===== src/rtl/multicycle_ctrl_pkg.sv =====
// Shared encodings for the multicycle control FSM: ALU op classes, datapath
// select codes, opcodes, FSM states and the one-hot instruction class.
package multicycle_ctrl_pkg;

  localparam int ALU_OP_WIDTH = 3;

  localparam logic [ALU_OP_WIDTH-1:0] ALU_OP_ADD         = 3'd0;
  localparam logic [ALU_OP_WIDTH-1:0] ALU_OP_ARITH_LOGIC = 3'd1;
  localparam logic [ALU_OP_WIDTH-1:0] ALU_OP_BRANCH      = 3'd2;
  localparam logic [ALU_OP_WIDTH-1:0] ALU_OP_LUI         = 3'd3;
  localparam logic [ALU_OP_WIDTH-1:0] ALU_OP_AUIPC       = 3'd4;

  localparam logic [1:0] SRC_A_PC     = 2'd0;
  localparam logic [1:0] SRC_A_OLD_PC = 2'd1;
  localparam logic [1:0] SRC_A_RS1    = 2'd2;

  localparam logic [1:0] SRC_B_RS2  = 2'd0;
  localparam logic [1:0] SRC_B_IMM  = 2'd1;
  localparam logic [1:0] SRC_B_FOUR = 2'd2;

  localparam logic [1:0] RESULT_ALUOUT = 2'd0;
  localparam logic [1:0] RESULT_MEM    = 2'd1;
  localparam logic [1:0] RESULT_ALU    = 2'd2;
  localparam logic [1:0] RESULT_MULDIV = 2'd3;

  localparam logic [6:0] OPC_LOAD   = 7'b0000011;
  localparam logic [6:0] OPC_STORE  = 7'b0100011;
  localparam logic [6:0] OPC_OP     = 7'b0110011;
  localparam logic [6:0] OPC_OP_IMM = 7'b0010011;
  localparam logic [6:0] OPC_BRANCH = 7'b1100011;
  localparam logic [6:0] OPC_JAL    = 7'b1101111;
  localparam logic [6:0] OPC_JALR   = 7'b1100111;
  localparam logic [6:0] OPC_LUI    = 7'b0110111;
  localparam logic [6:0] OPC_AUIPC  = 7'b0010111;

  localparam logic [6:0] FUNCT7_MULDIV = 7'b0000001;

  typedef enum logic [3:0] {
    S_FETCH    = 4'd0,
    S_DECODE   = 4'd1,
    S_MEMADR   = 4'd2,
    S_MEMREAD  = 4'd3,
    S_MEMWB    = 4'd4,
    S_MEMWRITE = 4'd5,
    S_EXECR    = 4'd6,
    S_EXECI    = 4'd7,
    S_ALUWB    = 4'd8,
    S_BRANCH   = 4'd9,
    S_JAL      = 4'd10,
    S_JALR     = 4'd11,
    S_LUI      = 4'd12,
    S_AUIPC    = 4'd13,
    S_MULDIV   = 4'd14,
    S_HALT     = 4'd15
  } state_t;

  // Exactly one bit is set for any opcode; illegal catches everything unlisted.
  typedef struct packed {
    logic load;
    logic store;
    logic alu_r;
    logic muldiv;
    logic alu_i;
    logic branch;
    logic jal;
    logic jalr;
    logic lui;
    logic auipc;
    logic illegal;
  } instr_class_t;

endpackage


===== src/rtl/multicycle_ctrl_instr_class.sv =====
// Combinational opcode/funct7 classifier feeding the DECODE dispatch.
module instr_class
  import multicycle_ctrl_pkg::*;
(
  input  logic [6:0]   i_op,
  input  logic [6:0]   i_funct7,
  output instr_class_t o_class
);

  always_comb begin
    o_class = '0;
    case (i_op)
      OPC_LOAD:   o_class.load   = 1'b1;
      OPC_STORE:  o_class.store  = 1'b1;
      OPC_OP: begin
        if (i_funct7 == FUNCT7_MULDIV) o_class.muldiv = 1'b1;
        else                           o_class.alu_r  = 1'b1;
      end
      OPC_OP_IMM: o_class.alu_i  = 1'b1;
      OPC_BRANCH: o_class.branch = 1'b1;
      OPC_JAL:    o_class.jal    = 1'b1;
      OPC_JALR:   o_class.jalr   = 1'b1;
      OPC_LUI:    o_class.lui    = 1'b1;
      OPC_AUIPC:  o_class.auipc  = 1'b1;
      default:    o_class.illegal = 1'b1;
    endcase
  end

endmodule


===== src/rtl/multicycle_ctrl.sv =====
// Main control FSM of the rv32im multicycle core. Define KIANV_RV32M_EN to
// build the MULDIV state; otherwise mul/div instructions halt as illegal.
module multicycle_ctrl
  import multicycle_ctrl_pkg::*;
(
  input  logic                    clk,
  input  logic                    rst,
  input  logic [6:0]              op,
  input  logic [2:0]              funct3,
  input  logic [6:0]              funct7,
  input  logic                    take_branch,
  input  logic                    mem_ready,
  input  logic                    muldiv_ready,
  output logic                    mem_valid,
  output logic                    mem_we,
  output logic                    adr_src,
  output logic                    ir_write,
  output logic                    pc_write,
  output logic                    old_pc_write,
  output logic                    reg_write,
  output logic [1:0]              alu_src_a,
  output logic [1:0]              alu_src_b,
  output logic [1:0]              result_src,
  output logic [ALU_OP_WIDTH-1:0] ALUOp,
  output logic                    muldiv_valid,
  output logic                    illegal_instr
);

  state_t       r_state;
  state_t       w_next_state;
  logic         r_jump;
  logic         w_next_jump;
  instr_class_t w_class;
  logic         w_unused;

  instr_class u_instr_class (
    .i_op     (op),
    .i_funct7 (funct7),
    .o_class  (w_class)
  );

  // funct3 is consumed by the ALU decoder, not by the sequencer.
`ifdef KIANV_RV32M_EN
  assign w_unused = ^{funct3, w_class.illegal};
`else
  assign w_unused = ^{funct3, w_class.illegal, muldiv_ready};
`endif

  always_ff @(posedge clk) begin
    if (rst) begin
      r_state <= S_FETCH;
      r_jump  <= 1'b0;
    end else begin
      r_state <= w_next_state;
      r_jump  <= w_next_jump;
    end
  end

  always_comb begin
    w_next_state = r_state;
    w_next_jump  = 1'b0;
    case (r_state)
      S_FETCH:  if (mem_ready) w_next_state = S_DECODE;
      S_DECODE: begin
        if (w_class.load || w_class.store) w_next_state = S_MEMADR;
        else if (w_class.alu_r)            w_next_state = S_EXECR;
`ifdef KIANV_RV32M_EN
        else if (w_class.muldiv)           w_next_state = S_MULDIV;
`else
        else if (w_class.muldiv)           w_next_state = S_HALT;
`endif
        else if (w_class.alu_i)            w_next_state = S_EXECI;
        else if (w_class.branch)           w_next_state = S_BRANCH;
        else if (w_class.jal)              w_next_state = S_JAL;
        else if (w_class.jalr)             w_next_state = S_JALR;
        else if (w_class.lui)              w_next_state = S_LUI;
        else if (w_class.auipc)            w_next_state = S_AUIPC;
        else                               w_next_state = S_HALT;
      end
      S_MEMADR:   w_next_state = w_class.store ? S_MEMWRITE : S_MEMREAD;
      S_MEMREAD:  if (mem_ready) w_next_state = S_MEMWB;
      S_MEMWRITE: if (mem_ready) w_next_state = S_FETCH;
      S_MEMWB, S_ALUWB, S_BRANCH: w_next_state = S_FETCH;
      S_EXECR, S_EXECI, S_LUI, S_AUIPC: w_next_state = S_ALUWB;
      // The jump flag makes ALUWB write the return address old_pc+4.
      S_JAL, S_JALR: begin
        w_next_state = S_ALUWB;
        w_next_jump  = 1'b1;
      end
`ifdef KIANV_RV32M_EN
      S_MULDIV:   if (muldiv_ready) w_next_state = S_FETCH;
`endif
      S_HALT:     w_next_state = S_HALT;
      default:    w_next_state = S_FETCH;
    endcase
  end

  // Outputs are forced to their idle values while reset is held.
  always_comb begin
    mem_valid     = 1'b0;
    mem_we        = 1'b0;
    adr_src       = 1'b0;
    ir_write      = 1'b0;
    pc_write      = 1'b0;
    old_pc_write  = 1'b0;
    reg_write     = 1'b0;
    alu_src_a     = SRC_A_PC;
    alu_src_b     = SRC_B_RS2;
    result_src    = RESULT_ALUOUT;
    ALUOp         = ALU_OP_ADD;
    muldiv_valid  = 1'b0;
    illegal_instr = 1'b0;
    if (!rst) begin
      case (r_state)
        S_FETCH: begin
          mem_valid    = 1'b1;
          alu_src_b    = SRC_B_FOUR;
          result_src   = RESULT_ALU;
          ir_write     = mem_ready;
          old_pc_write = mem_ready;
          pc_write     = mem_ready;
        end
        S_DECODE: begin
          alu_src_a = SRC_A_OLD_PC;
          alu_src_b = SRC_B_IMM;
        end
        S_MEMADR: begin
          alu_src_a = SRC_A_RS1;
          alu_src_b = SRC_B_IMM;
        end
        S_MEMREAD: begin
          mem_valid = 1'b1;
          adr_src   = 1'b1;
        end
        S_MEMWRITE: begin
          mem_valid = 1'b1;
          adr_src   = 1'b1;
          mem_we    = 1'b1;
        end
        S_MEMWB: begin
          result_src = RESULT_MEM;
          reg_write  = 1'b1;
        end
        S_EXECR: begin
          ALUOp     = ALU_OP_ARITH_LOGIC;
          alu_src_a = SRC_A_RS1;
          alu_src_b = SRC_B_RS2;
        end
        S_EXECI: begin
          ALUOp     = ALU_OP_ARITH_LOGIC;
          alu_src_a = SRC_A_RS1;
          alu_src_b = SRC_B_IMM;
        end
        S_LUI: begin
          ALUOp     = ALU_OP_LUI;
          alu_src_b = SRC_B_IMM;
        end
        S_AUIPC: begin
          ALUOp     = ALU_OP_AUIPC;
          alu_src_a = SRC_A_OLD_PC;
          alu_src_b = SRC_B_IMM;
        end
        S_ALUWB: begin
          reg_write = 1'b1;
          if (r_jump) begin
            alu_src_a  = SRC_A_OLD_PC;
            alu_src_b  = SRC_B_FOUR;
            result_src = RESULT_ALU;
          end else begin
            result_src = RESULT_ALUOUT;
          end
        end
        S_BRANCH: begin
          ALUOp      = ALU_OP_BRANCH;
          alu_src_a  = SRC_A_RS1;
          alu_src_b  = SRC_B_RS2;
          result_src = RESULT_ALUOUT;
          pc_write   = take_branch;
        end
        S_JAL: begin
          alu_src_a  = SRC_A_OLD_PC;
          alu_src_b  = SRC_B_FOUR;
          result_src = RESULT_ALUOUT;
          pc_write   = 1'b1;
        end
        S_JALR: begin
          alu_src_a  = SRC_A_RS1;
          alu_src_b  = SRC_B_IMM;
          result_src = RESULT_ALU;
          pc_write   = 1'b1;
        end
`ifdef KIANV_RV32M_EN
        S_MULDIV: begin
          muldiv_valid = 1'b1;
          result_src   = RESULT_MULDIV;
          reg_write    = muldiv_ready;
        end
`endif
        S_HALT:  illegal_instr = 1'b1;
        default: illegal_instr = 1'b0;
      endcase
    end
  end

endmodule


===== config.mk =====
export PLATFORM = sky130hd
export DESIGN_NAME = multicycle_ctrl
export DESIGN_NICKNAME = d
export VERILOG_FILES = /design/src/rtl/multicycle_ctrl_pkg.sv /design/src/rtl/multicycle_ctrl_instr_class.sv /design/src/rtl/multicycle_ctrl.sv
export SDC_FILE = /design/constraint.sdc
export NUM_CORES = 1
export LEC_CHECK = 0
export ABC_CLOCK_PERIOD_IN_PS = 2550
export BUFFER_PORTS_ARGS = -buffer_cell sky130_fd_sc_hd__buf_4
export CAP_MARGIN = 20
export CORE_MARGIN = 2
export CORE_UTILIZATION = 40
export DETAILED_ROUTE_END_ITERATION = 6
export GPL_ROUTABILITY_DRIVEN = 0
export PLACE_DENSITY = 0.74
export SLEW_MARGIN = 20
export SYNTH_ARGS = -nofsm -noshare
export SYNTH_HDL_FRONTEND = slang
export SYNTH_HIERARCHICAL = 1
export SYNTH_SLANG_ARGS = --single-unit

===== constraint.sdc =====
create_clock -name clk -period 2.55 [get_ports clk]
set_clock_uncertainty 0.1 [all_clocks]
set_input_delay 0.255 -clock clk [delete_from_list [all_inputs] [get_ports clk]]
set_output_delay 0.255 -clock clk [all_outputs]
set_load 0.02 [all_outputs]

==> results.sh <==
export IMPL_post_route_period_util_pct=83.3
export IMPL_tightest_slew_ps=652
export IMPL_fin_nets=181
export IMPL_cts_made_buffers=3
export IMPL_initial_core_util_pct=42.9
export IMPL_power_leakage_nw=0.419
export IMPL_num_rows=16
export IMPL_syn_num_nets=152
export IMPL_cp_start_kind="flop"
export IMPL_final_cell_mix="36 x buf_4, 22 x nor2_1, 18 x nor3_1, 7 x nand2_1, 6 x o21ai_0"
export IMPL_cap_violations=0
export IMPL_area_growth_pct=28.4
export IMPL_finalSetupTns_ps=0
export IMPL_cp_required_ps=2190
export IMPL_synth_cells=130
export IMPL_hp_class="in -> reg"
export IMPL_path_max_fanout=17
export IMPL_die_h_um=50.3
export IMPL_vdd_ir_drop_max_v=0.000652
export IMPL_slew_headroom_pct=56.5
export IMPL_die_area_um2=2530
export IMPL_clockRootBuffer="clkbuf_4"
export IMPL_final_util_pct=55.1
export IMPL_drt_wl_total_um=2260
export IMPL_drtPass1Iterations=4
export IMPL_status="completed"
export IMPL_grt_pass1_vias=961
export IMPL_io_pins=40
export IMPL_power_density_nw_per_um2=909
export IMPL_final_setup_viol_count=0
export IMPL_hold_viol=0
export IMPL_critPathKind="reg -> out"
export IMPL_cp_end_kind="primary output"
export IMPL_postCtsSetupBuffers=0
export IMPL_clockBufferDepth=2
export IMPL_wire_per_inst_um=12.2
export IMPL_cp_arrival_ps=1770
export IMPL_clkTransAtPathRegs_ps=50
export IMPL_vias_per_cell=5.53
export IMPL_timing_fmax_ghz=0.471
export IMPL_met2_usage_pct=33.6
export IMPL_netlist_area_um2=858
export IMPL_met3_usage_pct=3.57
export IMPL_fillers=202
export IMPL_via_count=1023
export IMPL_fin_crit_ps=2120
export IMPL_grt_max_degree=21
export IMPL_holdBufCountCts=0
export IMPL_htreeDepth=1
export IMPL_clk_latency_ps=240
export IMPL_cts_sinks=5
export IMPL_synth_avg_cell_area_um2=6.60
export IMPL_n_antenna_cell=0
export IMPL_grt_usage_pct=19.5
export IMPL_final_common_cell="buf_4"
export IMPL_hpwl_um=1770
export IMPL_use_met1_pct=25.7
export IMPL_cts_resized=0
export IMPL_overflow=0
export IMPL_yosys_warnings=6
export IMPL_drive_above_1_share_pct=29.7
export IMPL_grt_pass1_wl_um=4030
export IMPL_drc=0
export IMPL_cts_tree="built"
export IMPL_finalMaxSlewViolations=0
export IMPL_dr_first_iter_drc_count=32
export IMPL_port_buffers=34
export IMPL_die_x_um=50.3
export IMPL_antenna_found_initial=0
export IMPL_rsz0062_at_grt="no"
export IMPL_ant_nets=0
export IMPL_core_area_um2=2000
export IMPL_top_usage_layer="met2"
-- report_power, final --
part	switching, mW	total [mW]	internal [mW]
clock network	0.0312	0.0903	0.0591
registers	0.0994	0.203	0.104
logic	0.377	0.709	0.332
total	0.507	1.00	0.495
-- path summary, 6_finish.rpt --
path / from / endpoint / slack, ps / cells after the start
setup / recovery: r_state[0] / alu_src_b[0] / 430 / 6
hold / removal: rst / r_state[0] / 250 / 2
setup reg to reg: r_state[1] / r_state[0] / 720 / 5
hold reg to reg: r_state[3] / r_jump / 620 / 2
-- worst max-delay path: stages (launching register included) --
cell	delay, ps
dfxtp_1	680
nand2b_4	270
nand2_1	70
o211ai_1	150
o21ai_0	100
nor2_1	110
buf_4	140
-- cell type report --
class                   count  area (µm²)  area share [%]
inverters                   3        11.3            1.02
clock buffers               4        26.3            2.38
repair buffers             36         270            24.5
well taps                  27        33.8            3.06
flip-flops and latches      5         100            9.08
multi-input cells         110         661            59.9
-- per-stage QoR --
stage	hold WS [ps]	cell area, µm²	instances	setup WS (ps)	power (mW)
final	245	1100	185	426	1.00
after global routing	248	1100	185	263	1.10
after CTS	240	1100	185	431	1.00
after detailed placement	490	1080	181	396	0.909
after global placement	480	1080	181	439	0.894
after floorplan	364	858	130	727	0.755
-- flip-flops by register name (all words and copies together), names as in the netlist --
signal and flops:
r_state 4, r_jump 1
-- routing by layer --
metal  vias to the layer above  wire length [µm]
met2                        28              1090
met1                       463              1060
met4                         0                15
met5                         -                 0
met3                         2                99
li1                        530                 -
(Power assumes the default switching activity.)
